File: src/rtl/board_judge.sv
// Sequential tic-tac-toe judge: snapshots the board, scans one line per clock, then checks for a draw.
// Define BOARD_JUDGE_EARLY_EXIT_EN to leave the scan at the first winning line.
module board_judge (
    input  logic        clk,
    input  logic        reset_n,
    input  logic [17:0] board,
    input  logic        start,
    output logic        busy,
    output logic        done,
    output logic [1:0]  result,
    output logic [3:0]  win_line
);

    typedef enum logic [1:0] {
        IDLE    = 2'd0,
        SCAN    = 2'd1,
        FULLCHK = 2'd2,
        REPORT  = 2'd3
    } state_e;

    state_e      state_q, state_d;
    logic [17:0] snap_q, snap_d;
    logic [3:0]  idx_q, idx_d;           // 0-7: line under test, 8: scan drained
    logic        hit_q, hit_d;
    logic [1:0]  hit_code_q, hit_code_d;
    logic [3:0]  hit_line_q, hit_line_d;
    logic        won_q, won_d;
    logic [1:0]  result_q, result_d;
    logic [3:0]  win_line_q, win_line_d;

    logic [1:0]  t0, t1, t2;
    logic        line_hit;
    logic        board_full;

    function automatic logic [1:0] tile_of(input logic [17:0] b, input logic [3:0] t);
        return b[{t, 1'b0} +: 2];
    endfunction

    function automatic logic [11:0] line_tiles(input logic [2:0] l);
        case (l)
            3'd0:    return {4'd0, 4'd1, 4'd2};
            3'd1:    return {4'd3, 4'd4, 4'd5};
            3'd2:    return {4'd6, 4'd7, 4'd8};
            3'd3:    return {4'd0, 4'd3, 4'd6};
            3'd4:    return {4'd1, 4'd4, 4'd7};
            3'd5:    return {4'd2, 4'd5, 4'd8};
            3'd6:    return {4'd0, 4'd4, 4'd8};
            default: return {4'd2, 4'd4, 4'd6};
        endcase
    endfunction

    // Line evaluation and fullness test, both on the snapshot only.
    always_comb begin
        logic [11:0] sel;
        sel        = line_tiles(idx_q[2:0]);
        t0         = tile_of(snap_q, sel[11:8]);
        t1         = tile_of(snap_q, sel[7:4]);
        t2         = tile_of(snap_q, sel[3:0]);
        line_hit   = (state_q == SCAN) && !idx_q[3] && (t0 == t1) && (t1 == t2)
                     && ((t0 == 2'd1) || (t0 == 2'd2));
        board_full = 1'b1;
        for (int i = 0; i < 9; i++) begin
            if (!(tile_of(snap_q, 4'(i)) inside {2'd1, 2'd2})) board_full = 1'b0;
        end
    end

    // NOTE: sequential state uses non-blocking assignments so every register samples pre-edge values.
    always_ff @(posedge clk or negedge reset_n) begin
        if (!reset_n) state_q <= IDLE;
        else          state_q <= state_d;
    end

    // NOTE: each combinational block assigns a default first, so no path can infer a latch.
    always_comb begin
        state_d = state_q;
        case (state_q)
            IDLE: if (start) state_d = SCAN;
            SCAN: begin
`ifdef BOARD_JUDGE_EARLY_EXIT_EN
                if (hit_q)         state_d = REPORT;
                else if (idx_q[3]) state_d = FULLCHK;
`else
                if (idx_q[3])      state_d = FULLCHK;
`endif
            end
            FULLCHK: state_d = REPORT;
            REPORT:  state_d = IDLE;
            default: state_d = IDLE;
        endcase
    end

    always_comb begin
        busy     = (state_q != IDLE);
        done     = (state_q == REPORT);
        result   = result_q;
        win_line = win_line_q;
    end

    // A line's verdict is registered in hit_q and acted on one edge later.
    always_comb begin
        snap_d     = snap_q;
        idx_d      = idx_q;
        hit_d      = 1'b0;
        hit_code_d = hit_code_q;
        hit_line_d = hit_line_q;
        won_d      = won_q;
        result_d   = result_q;
        win_line_d = win_line_q;
        case (state_q)
            IDLE: begin
                if (start) begin
                    snap_d     = board;
                    idx_d      = 4'd0;
                    won_d      = 1'b0;
                    result_d   = 2'd0;
                    win_line_d = 4'hF;
                end
            end
            SCAN: begin
                if (!idx_q[3]) idx_d = idx_q + 4'd1;
                hit_d      = line_hit;
                hit_code_d = t0;
                hit_line_d = idx_q;
                if (hit_q && !won_q) begin
                    result_d   = hit_code_q;
                    win_line_d = hit_line_q;
                    won_d      = 1'b1;
                end
            end
            FULLCHK: begin
                if (!won_q) begin
                    result_d   = board_full ? 2'd3 : 2'd0;
                    win_line_d = 4'hF;
                end
            end
            default: ;
        endcase
    end

    // NOTE: the snapshot is reset along with the control state so an aborted board never lingers.
    always_ff @(posedge clk or negedge reset_n) begin
        if (!reset_n) begin
            snap_q     <= '0;
            idx_q      <= '0;
            hit_q      <= 1'b0;
            hit_code_q <= '0;
            hit_line_q <= '0;
            won_q      <= 1'b0;
            result_q   <= 2'd0;
            win_line_q <= 4'hF;
        end else begin
            snap_q     <= snap_d;
            idx_q      <= idx_d;
            hit_q      <= hit_d;
            hit_code_q <= hit_code_d;
            hit_line_q <= hit_line_d;
            won_q      <= won_d;
            result_q   <= result_d;
            win_line_q <= win_line_d;
        end
    end

endmodule
File: config.mk
export PLATFORM = sky130hd
export DESIGN_NAME = board_judge
export DESIGN_NICKNAME = d
export VERILOG_FILES = /design/src/rtl/board_judge.sv
export SDC_FILE = /design/constraint.sdc
export NUM_CORES = 1
export LEC_CHECK = 0
export BUFFER_PORTS_ARGS = -buffer_cell sky130_fd_sc_hd__buf_2
export CORE_UTILIZATION = 40
export DETAILED_ROUTE_END_ITERATION = 8
export RECOVER_POWER = 25
export SETUP_SLACK_MARGIN = 0.3
export SKIP_CTS_REPAIR_TIMING = 1
export SLEW_MARGIN = 20
export SYNTH_ARGS = -nofsm -noshare
export SYNTH_HDL_FRONTEND = slang
export SYNTH_SLANG_ARGS = --single-unit
File: constraint.sdc
create_clock -name clk -period 6.3 [get_ports clk]
set_input_delay 0.63 -clock clk [delete_from_list [all_inputs] [get_ports clk]]
set_output_delay 0.63 -clock clk [all_outputs]
set_load 0.1 [all_outputs]
After elaboration in Yosys (flattened, before gate mapping)
Cells that the tools add are included.
{"block": "word_totals", "reg_bits": 38, "ram_bits": 0, "out_inout_bits": 8, "memories": 0, "mem_bits_ro": 0, "wordCells": 107, "latch_bits": 0}
{"block": "classes", "multipliers": 0, "mux": 29, "shift": 3, "div_mod_pow": 0, "addsub": 1, "n_bitwise": 0, "n_lt_le_gt_ge": 0, "reduce_logical": 28, "n_eq_ne": 36}
{"operator": "case mux 11 bit (7 select lines)", "n": 1}
{"operator": "indexed part select 18 x 6 -> 2 bit", "n": 3}
{"operator": "== test 2 bit, second input constant", "n": 12}
{"operator": "== test 2 x 1 -> 1 bit, second input constant", "n": 11}
{"operator": "nonzero test 2 bit", "n": 11}
{"operator": "2-to-1 mux 4 bit", "n": 5}
{"operator": "2-to-1 mux 1 bit", "n": 12}
{"operator": "2-to-1 mux 2 bit", "n": 6}
{"operator": "case mux 4 bit (3 select lines)", "n": 1}
{"operator": "== test 3 bit, second input constant", "n": 3}
{"operator": "!= test 2 bit, second input constant", "n": 4}
{"operator": "case mux 2 bit (4 select lines)", "n": 1}
{"operator": "case mux 4 bit (2 select lines)", "n": 1}
{"operator": "== test 3 x 2 -> 1 bit, second input constant", "n": 2}
{"operator": "case mux 2 bit (3 select lines)", "n": 1}
{"operator": "AND reduction 2 bit", "n": 3}
{"operator": "AND reduction 3 bit", "n": 2}
{"operator": "logical AND 1 bit", "n": 5}
{"operator": "adder 4 x 1 -> 4 bit, second input constant", "n": 1}
{"operator": "== test 2 bit", "n": 2}
{"operator": "AND reduction 4 bit", "n": 1}
{"operator": "== test 3 x 1 -> 1 bit, second input constant", "n": 1}
{"operator": "zero test 3 bit", "n": 1}
{"operator": "nonzero test 3 bit", "n": 1}
{"operator": "other kinds (5)", "n": 6}

Longest topological paths before layout
Gate-level depths: netlist (run 1).
{"block": "logic_depth", "word_depth": 14, "ltp_mapped": 10}

Worst setup path before layout (run 1)
No wires, ideal clock.
{"block": "synth_timing", "path_kind": "register to register", "from": "register idx_q[1]", "to": "register hit_q", "slack_ps": 3764, "setup_ps": 92, "synth_period_minus_slack_ps": 2536, "path_buffers": 0, "t_required_ps": 6208, "t_arrival_ps": 2444, "path_stages_with_launch": 10, "cell_sequence": "dfrtp_1 > inv_1 > ha_1 > mux2i_4 > mux2i_1 > or3b_1 > a31oi_1 > nand2_1 > or3_1 > o31ai_2"}
{"block": "synth_via", "elab_chain_len": 8}
{"item": "start, declared", "line_no": "23", "source": "logic [3:0] idx_q, idx_d;"}
{"item": "start signal, assigned", "line_no": "153", "source": "idx_q <= idx_d;"}
{"item": "== test 3 bit, or another cell as far along", "line_no": "40", "source": "case (l)"}
{"item": "case mux 11 bit (7 select lines) (*)", "line_no": "40"}
{"item": "indexed part select 18 x 6 -> 2 bit", "line_no": "36", "source": "return b[{t, 1'b0} +: 2];"}
{"item": "== test 2 bit", "line_no": "59", "source": "line_hit = (state_q == SCAN) && !idx_q[3] && (t0 == t1) && (t1 == t2)"}
{"item": "logical AND 1 bit (2 in a row)", "line_no": "59"}
{"item": "logical AND 1 bit (*)", "line_no": "60", "source": "&& ((t0 == 2'd1) || (t0 == 2'd2));"}
{"item": "2-to-1 mux 1 bit (*)", "line_no": "109", "source": "case (state_q)"}
{"item": "net hit_d", "line_no": "24", "source": "logic hit_q, hit_d;"}
{"item": "end signal, assigned", "line_no": "154", "source": "hit_q <= hit_d;"}
{"item": "end, declared", "line_no": "24"}
Mark *: on every way through the listed nets, which the timed path passes. The rest lies on a longest branch.
A chain may end at the register's enable or synchronous reset.

Final worst setup path (run 1)
Ends and elaborated chain as after synthesis.

==> qor.yml, run 1 <==
min_path:
  worstHoldPathCells: 2
  hold_class: "flip-flop to flip-flop"
floorplan:
  std_cell_rows: 28
  core_um2: 5890
  die_w_um: 80.1
  die_area_um2: 6420
  initial_core_util: 0.415
  fp.dieH_um: 80.1
  pin_count: 29
clock_network:
  clockBufferDepth: 2
  cts_buffers: 5
  clock_latency_ns: 0.30
  cts_sinks: 38
  cts_htree_levels: 2
  cts_tree: "yes"
  cts-root-buf: "clkbuf_8"
  cts.clk_slew.worst_paths_ns: 0.08
cells_and_area:
  final_nets: 311
  antenna_cells: 0
  syn_to_final_growth_pct: 11.8
  final_cells: 354
  layout-drive-gt1-share: 0.262
sta:
  setup_viol_count_final: 0
  relSlewSlack: -0.343
  max_freq_ghz: 0.338
  finalCritPeriodShare: 0.470
  finalSetupTns_ns: 0
  fin_crit_ns: 2.96
  grt_setup_unrepaired: "false"
  worst_pin_slew_ns: 2.01
  finalHoldViolCount: 0
  skew_ns: 0.00541
  drv_slew: 39
setup_path:
  critPathKind: "flip-flop to flip-flop"
  reg2reg_setup_slack_ns: 3.34
  rr_startpoint: "idx_q[1]$_DFFE_PN0P_"
  worstPathArrival_ns: 3.18
  crit_chain: "inv_1 -> ha_1 -> mux2i_4 -> mux2i_1 -> or3b_1 -> a31oi_1 -> nand2_1 -> or3_1 -> o31ai_2"
  reg2reg_depth: 9
  cpPeakStageDelay_ns: 0.50
  r2r_end: "hit_q$_DFF_PN0_"
  cp-startpoint: "idx_q[1]$_DFFE_PN0P_"
  cp_num_cells: 9
  worstPathMaxFanout: 13
  critical_path.startpoint_type: "flip-flop"
  end_kind: "flip-flop"
  worst-path-buf-inv: 1
  cp.required_ns: 6.51
  crit_family: "simple AND/OR/NAND/NOR gates"
  slowest_stage: "dfrtp_1"
  endpoint: "hit_q$_DFF_PN0_"
detailed_routing:
  vias_per_cell: 5.45
  ant_nets: 0
  dr.first_iter.drc_count: 89
  wl_per_cell_um: 15.0
  num_vias: 1930
  first_pass_iters: 4
  drc_errors: 0
  wirelength_mm: 5.32
logic_synthesis:
  synth_area_um2: 2440
  synth_most_common_cell: "dfrtp_1"
  syn_inst: 254
  synth.distinct_cells: 49
  synth_edf_count: 0
  synth_top_flop_cell: "dfrtp_1"
  ys_top_cells_by_count: "dfrtp_1, mux2_2, o21ai_0"
  syn_area_per_cell_um2: 9.61
  post-synth-top-area-cell: "dfrtp_1"
  yosysWarnings: 0
  ys_ff_latch: 38
  async_flop_share: 1.00
  yosys.area.top_type_share: 0.349
  ys_top_cells_by_area: "dfrtp_1, mux2_2, ha_1, dfstp_2, o21ai_0"
  ys_seq_area_frac: 0.392
  syn-num-nets: 287
status:
  outcome: "finished with violations"
  violations: "max-capacitance violations, max-slew violations"
grt:
  grt_pass1_wl_mm: 8.89
  grt-ovfl-total: 0
  grt_antenna_before_repair: 0
  grt.total_usage: 0.182
  grt_pass1_vias: 1823
  grt_start_max_net_pins: 39
place:
  gp_routability_congestion: 0.850
  io_buffers: 28
  placed_cells: 346
  dp_hpwl_mm: 3.84
job:
  drv_cap: 1
stage by stage:
| step | cell area, um^2 | hold slack (ns) | util | setup WS [ns] |
|---|---|---|---|---|
| after global routing | 2730 | 0.526 | 0.463 | 3.15 |
| after global placement | 2630 | 0.483 | 0.447 | 3.47 |
| after CTS | 2720 | 0.481 | 0.463 | 3.34 |
| after floorplan | 2440 | 0.334 | - | 3.76 |
| after detailed placement | 2630 | 0.489 | 0.447 | 3.35 |
| final | 2730 | 0.498 | 0.463 | 3.34 |
kinds of logic (layout without fill, tap and decap cells):
group           after synthesis  count (layout)  share of synthesized area
mux                          31              31                      0.145
compound gates               67              67                      0.176
fa+ha+maj                    12              12                     0.0615
buf+inv                      24              49                     0.0385
simple gates                 73              73                      0.155
flops                        38              38                      0.392
xor+xnor                      9               9                     0.0323
worst min-delay path by stage:
stage,startpoint,end
2_1_floorplan,reset_n,hit_code_q[0]$_DFFE_PN0P_
3_3_place_gp,hit_line_q[0]$_DFFE_PN0P_,win_line[0]$_DFFE_PN1P_
3_5_place_dp,win_line[3]$_DFFE_PN1P_,win_line[3]$_DFFE_PN1P_
4_1_cts,reset_n,hit_line_q[3]$_DFFE_PN0P_
5_1_grt,hit_line_q[0]$_DFFE_PN0P_,win_line[0]$_DFFE_PN1P_
6_report,win_line[3]$_DFFE_PN1P_,win_line[3]$_DFFE_PN1P_
state kept, by name, indices dropped and copies added (netlist names):
signal and count:
hit_line_q 4, snap_q 18, won_q 1, hit_q 1, idx_q 4, win_line 4
state_q 2, result 2, hit_code_q 2
cell type report:
class,count,area [um^2]
Clock inverter,2,12.5
Timing Repair Buffer,28,139
Clock buffer,6,82.6
Tap cell,75,93.8
Multi-Input combinational cell,192,1400
Sequential cell,38,956
Inverter,13,48.8
Fill cell,588,3160
routing by layer:
layer | part of all wire | up-vias | global-route usage
met3 | 0.035 | 10 | 0.0398
li1 | - | 967 | -
met4 | 0.013 | 0 | 0.0643
met1 | 0.48 | 917 | 0.235
met5 | 0 | - | 0
met2 | 0.47 | 36 | 0.301
cell usage in the layout, fill, tap and decap left out, types with 2 or more instances in the layout:
cell type | Yosys | final
o21ba_2 | 2 | 2
nor2b_1 | 4 | 4
nor3_1 | 7 | 6
o22ai_1 | 3 | 3
mux2i_1 | 5 | 5
a21boi_0 | 5 | 5
clkbuf_8 | 0 | 6
nand2b_1 | 3 | 3
xnor2_1 | 8 | 8
nor2_1 | 15 | 15
or2_2 | 2 | 2
a21oi_1 | 11 | 11
mux2_2 | 25 | 25
inv_1 | 12 | 12
ha_1 | 12 | 12
nand2_1 | 11 | 11
o21ai_0 | 21 | 21
nand3_1 | 13 | 13
buf_2 | 0 | 27
a22oi_1 | 3 | 3
a31oi_1 | 5 | 5
and3_1 | 2 | 2
o21a_1 | 2 | 2
a21o_1 | 2 | 2
dfstp_2 | 4 | 4
nand4_1 | 5 | 5
nor4_1 | 3 | 3
or3_1 | 2 | 2
dfrtp_1 | 34 | 34
a22o_1 | 3 | 3
and3b_1 | 2 | 2
worst reg2reg max path: stages, from the launching register on:
cell and delay [ns]:
dfrtp_1 0.50, inv_1 0.13, ha_1 0.36, mux2i_4 0.39, mux2i_1 0.26, or3b_1 0.36, a31oi_1 0.26, nand2_1 0.08
or3_1 0.36, o31ai_2 0.18
Power of run 1 is not shown: default switching activity piles up to over one toggle a cycle in this logic, so the estimate is an artifact.
==> run 2: changes to the inputs <==
Settings changed: ABC_AREA from default to 1.
Clock period 6.3 ns to 2.8 ns, I/O delays scaled along.
==> run 2 against run 1 <==
The flow still finishes with violations (max-capacitance violations, max-slew violations). Sequential share of layout area down 0.33 points. Register-to-register slack worse by 2.7 ns. Critical path depth up 4. Area after synthesis down 0.56%. Non-clock buffer count up 3. Maximum frequency up 35%. Core utilization up 0.45 points. Cell count up 24%. Highest routed layer unchanged. Clock-buffer cell count down 1.
==> qor.yml, run 2 <==
status:
  outcome: "finished with violations"
  violations: "max-capacitance violations, max-slew violations"
min_path:
  hold_class: "input port to flip-flop"
  holdPathEnd: "snap_q[12]$_DFFE_PN0P_"
  min_from: "board[12]"
  worstHoldPathCells: 3  # +1
sta:
  relSlewSlack: -0.386  # -0.0433
  finalHoldViolCount: 0  # unchanged
  max_freq_ghz: 0.456  # +35%
  fin_crit_ns: 2.19  # -0.770 ns
  grt_setup_unrepaired: "false"
  skew_ns: 0.00943  # +0.00402 ns
  drv_slew: 39  # unchanged
  setup_viol_count_final: 0  # unchanged
  worst_pin_slew_ns: 2.08  # +0.0650 ns
  finalCritPeriodShare: 0.783  # +0.313
  finalSetupTns_ns: 0  # unchanged
logic_synthesis:
  synth_area_um2: 2430  # -0.56%
  synth-xor-area-share: 0.0144  # -0.0179
  synth.distinct_cells: 29  # -41%
  async_flop_share: 1.00  # unchanged
  synth_fa_ha_area_frac: 0.0619  # +0.000349
  synth_compound_area_frac: 0.116  # -0.0599
  syn_area_per_cell_um2: 7.29  # -24%
  synth_most_common_cell: "nand2_1"
  synth_edf_count: 0  # unchanged
  ys_ff_latch: 38  # unchanged
  synth-simple-area-share: 0.329  # +0.174
  synth_top_family_by_area: "simple AND/OR/NAND/NOR gates"
  synthMuxAreaShare: 0  # -0.145
  ys_top_cells_by_count: "nand2_1, inv_1, nand3_1"
  yosysWarnings: 0  # unchanged
  ys_seq_area_frac: 0.394  # +0.00222
  syn_inst: 333  # +31%
  ys_top_cells_by_area: "dfrtp_1, nand2_1, nand3_1, inv_1, ha_1"
  syn-num-nets: 366  # +28%
  yosys.area.top_type_share: 0.351  # +0.00198
  synth_top_flop_cell: "dfrtp_1"
  post-synth-top-area-cell: "dfrtp_1"
clock_network:
  clock_latency_ns: 0.30  # about the same
  clockBufferDepth: 2  # unchanged
  cts_buffers: 5  # unchanged
  cts_tree: "yes"
  cts-root-buf: "clkbuf_8"
  cts_sinks: 38  # unchanged
  cts_htree_levels: 2  # unchanged
  cts.clk_slew.worst_paths_ns: 0.08  # about the same
grt:
  grt-busiest-layer: "met2"
  use_met3: 0.0309  # -0.00892
  grt_start_max_net_pins: 39  # unchanged
  grt_antenna_before_repair: 0  # unchanged
  grt_pass1_vias: 1981  # +8.7%
  met1_usage: 0.276  # +0.0414
  gr-usage-met2: 0.293  # -0.00769
  grt_pass1_wl_mm: 9.44  # +6.2%
  grt.total_usage: 0.193  # +0.0105
  grt-ovfl-total: 0  # unchanged
job:
  drv_cap: 1  # unchanged
detailed_routing:
  drc_errors: 0  # unchanged
  vias_per_cell: 4.97  # -8.9%
  wirelength_mm: 5.57  # +4.8%
  wl_per_cell_um: 12.7  # -15%
  first_pass_iters: 4  # unchanged
  ant_nets: 0  # unchanged
  dr.first_iter.drc_count: 179  # +100%
  num_vias: 2181  # +13%
floorplan:
  core_um2: 5890  # unchanged
  pin_count: 29  # unchanged
  fp.dieH_um: 79.9  # -0.27%
  initial_core_util: 0.412  # -0.00234
  die_area_um2: 6380  # -0.55%
  die_w_um: 79.9  # -0.27%
  std_cell_rows: 28  # unchanged
cells_and_area:
  layout-drive-gt1-share: 0.162  # -0.0996
  final_nets: 396  # +27%
  regMostFlops: "snap_q"
  antenna_cells: 0  # unchanged
  mostFrequentLayoutCells: "nand2_1, inv_1, nand3_1, dfrtp_1, o21ai_0"
  syn_to_final_growth_pct: 13.5
  largest_reg_flops: 18  # unchanged
  final_common_cell: "nand2_1"
setup_path:
  crit_chain: "inv_1 -> ha_1 -> nor2_2 -> nand4_4 -> nand2_2 -> nand2_1 -> nand3_1 -> nand3_1 -> nand2_1 -> nand2_1 -> nor2_1 -> nor2_1 -> nor2_1"
  slowest_stage: "dfrtp_1"
  rr_startpoint: "idx_q[0]$_DFFE_PN0P_"
  end_kind: "flip-flop"
  reg2reg_setup_slack_ns: 0.61  # -2.73 ns
  critical_path.startpoint_type: "flip-flop"
  crit_family: "simple AND/OR/NAND/NOR gates"
  reg2reg_depth: 13  # +4
  worstPathMaxFanout: 12  # -1
  cpPeakStageDelay_ns: 0.40  # -0.10 ns
  r2r_end: "hit_q$_DFF_PN0_"
  worst-path-buf-inv: 1  # unchanged
  worstPathArrival_ns: 2.42  # -0.76 ns
  cp.required_ns: 3.03  # -3.48 ns
  critPathKind: "flip-flop to flip-flop"
place:
  dp_hpwl_mm: 4.17  # +8.4%
  io_buffers: 28  # unchanged
  gp_routability_congestion: 0.933  # +9.7%
## run 2: cell count changes in the layout (fill, tap and decap cells not counted), sizes merged, moves of 5 or more
cell,previous run,this run
nand2,11,102
mux2,25,0
mux2i,6,0
nor3,7,2
inv,13,43
o21ai,22,32
nor2,15,26
a21boi,5,0
nand3,13,42
## run 2: worst min-delay path, cell delays in order
cell and delay, ns:
buf_2 0.07, nand2_1 0.04, nand2_1 0.04
## run 2: kinds of logic after synthesis
family,Yosys count
AO/OA/AOI/OAI,51
XOR/XNOR,4
adder cells (fa/ha/maj),12
buffers and inverters,51
flip-flops,38
AND/OR/NAND/NOR,177
## run 2: worst max path at each step
stage,from,end,cells past startpoint
global route,idx_q[0]$_DFFE_PN0P_,hit_q$_DFF_PN0_,14
CTS,idx_q[1]$_DFFE_PN0P_,hit_q$_DFF_PN0_,13
finish,idx_q[0]$_DFFE_PN0P_,hit_q$_DFF_PN0_,13
floorplan,state_q[0]$_DFFE_PN0P_,win_line[2]$_DFFE_PN1P_,8
global placement,idx_q[1]$_DFFE_PN0P_,hit_q$_DFF_PN0_,14
detailed placement,idx_q[1]$_DFFE_PN0P_,hit_q$_DFF_PN0_,13
## run 2: per-layer routing
layer	part of all wire	wire length (um)
met1	0.51	2830
met2	0.45	2490
met3	0.032	181
met4	0.013	70
met5	0	0
## run 2: layout make-up
class | count | area [um^2]
clock buffers | 5 | 68.8
inverters | 43 | 164
clock inverters | 3 | 40.0
repair buffers | 31 | 161
well taps | 75 | 93.8
fillers | 611 | 3130
multi-input cells | 244 | 1270
flip-flops and latches | 38 | 956
## run 2: metrics by stage
step | cell area [um^2] | setup WS [ns] | hold slack, ns | utilization | instances
after floorplan | 2430 | 0.420 | -0.0156 | - | 333
after global placement | 2640 | 0.536 | 0.443 | 0.449 | 431
after detailed placement | 2640 | 0.548 | 0.458 | 0.449 | 431
after CTS | 2750 | 0.520 | 0.134 | 0.467 | 439
after global routing | 2750 | 0.316 | 0.188 | 0.468 | 439
final | 2750 | 0.607 | 0.169 | 0.468 | 439
Power of run 2 is left out for the same reason.
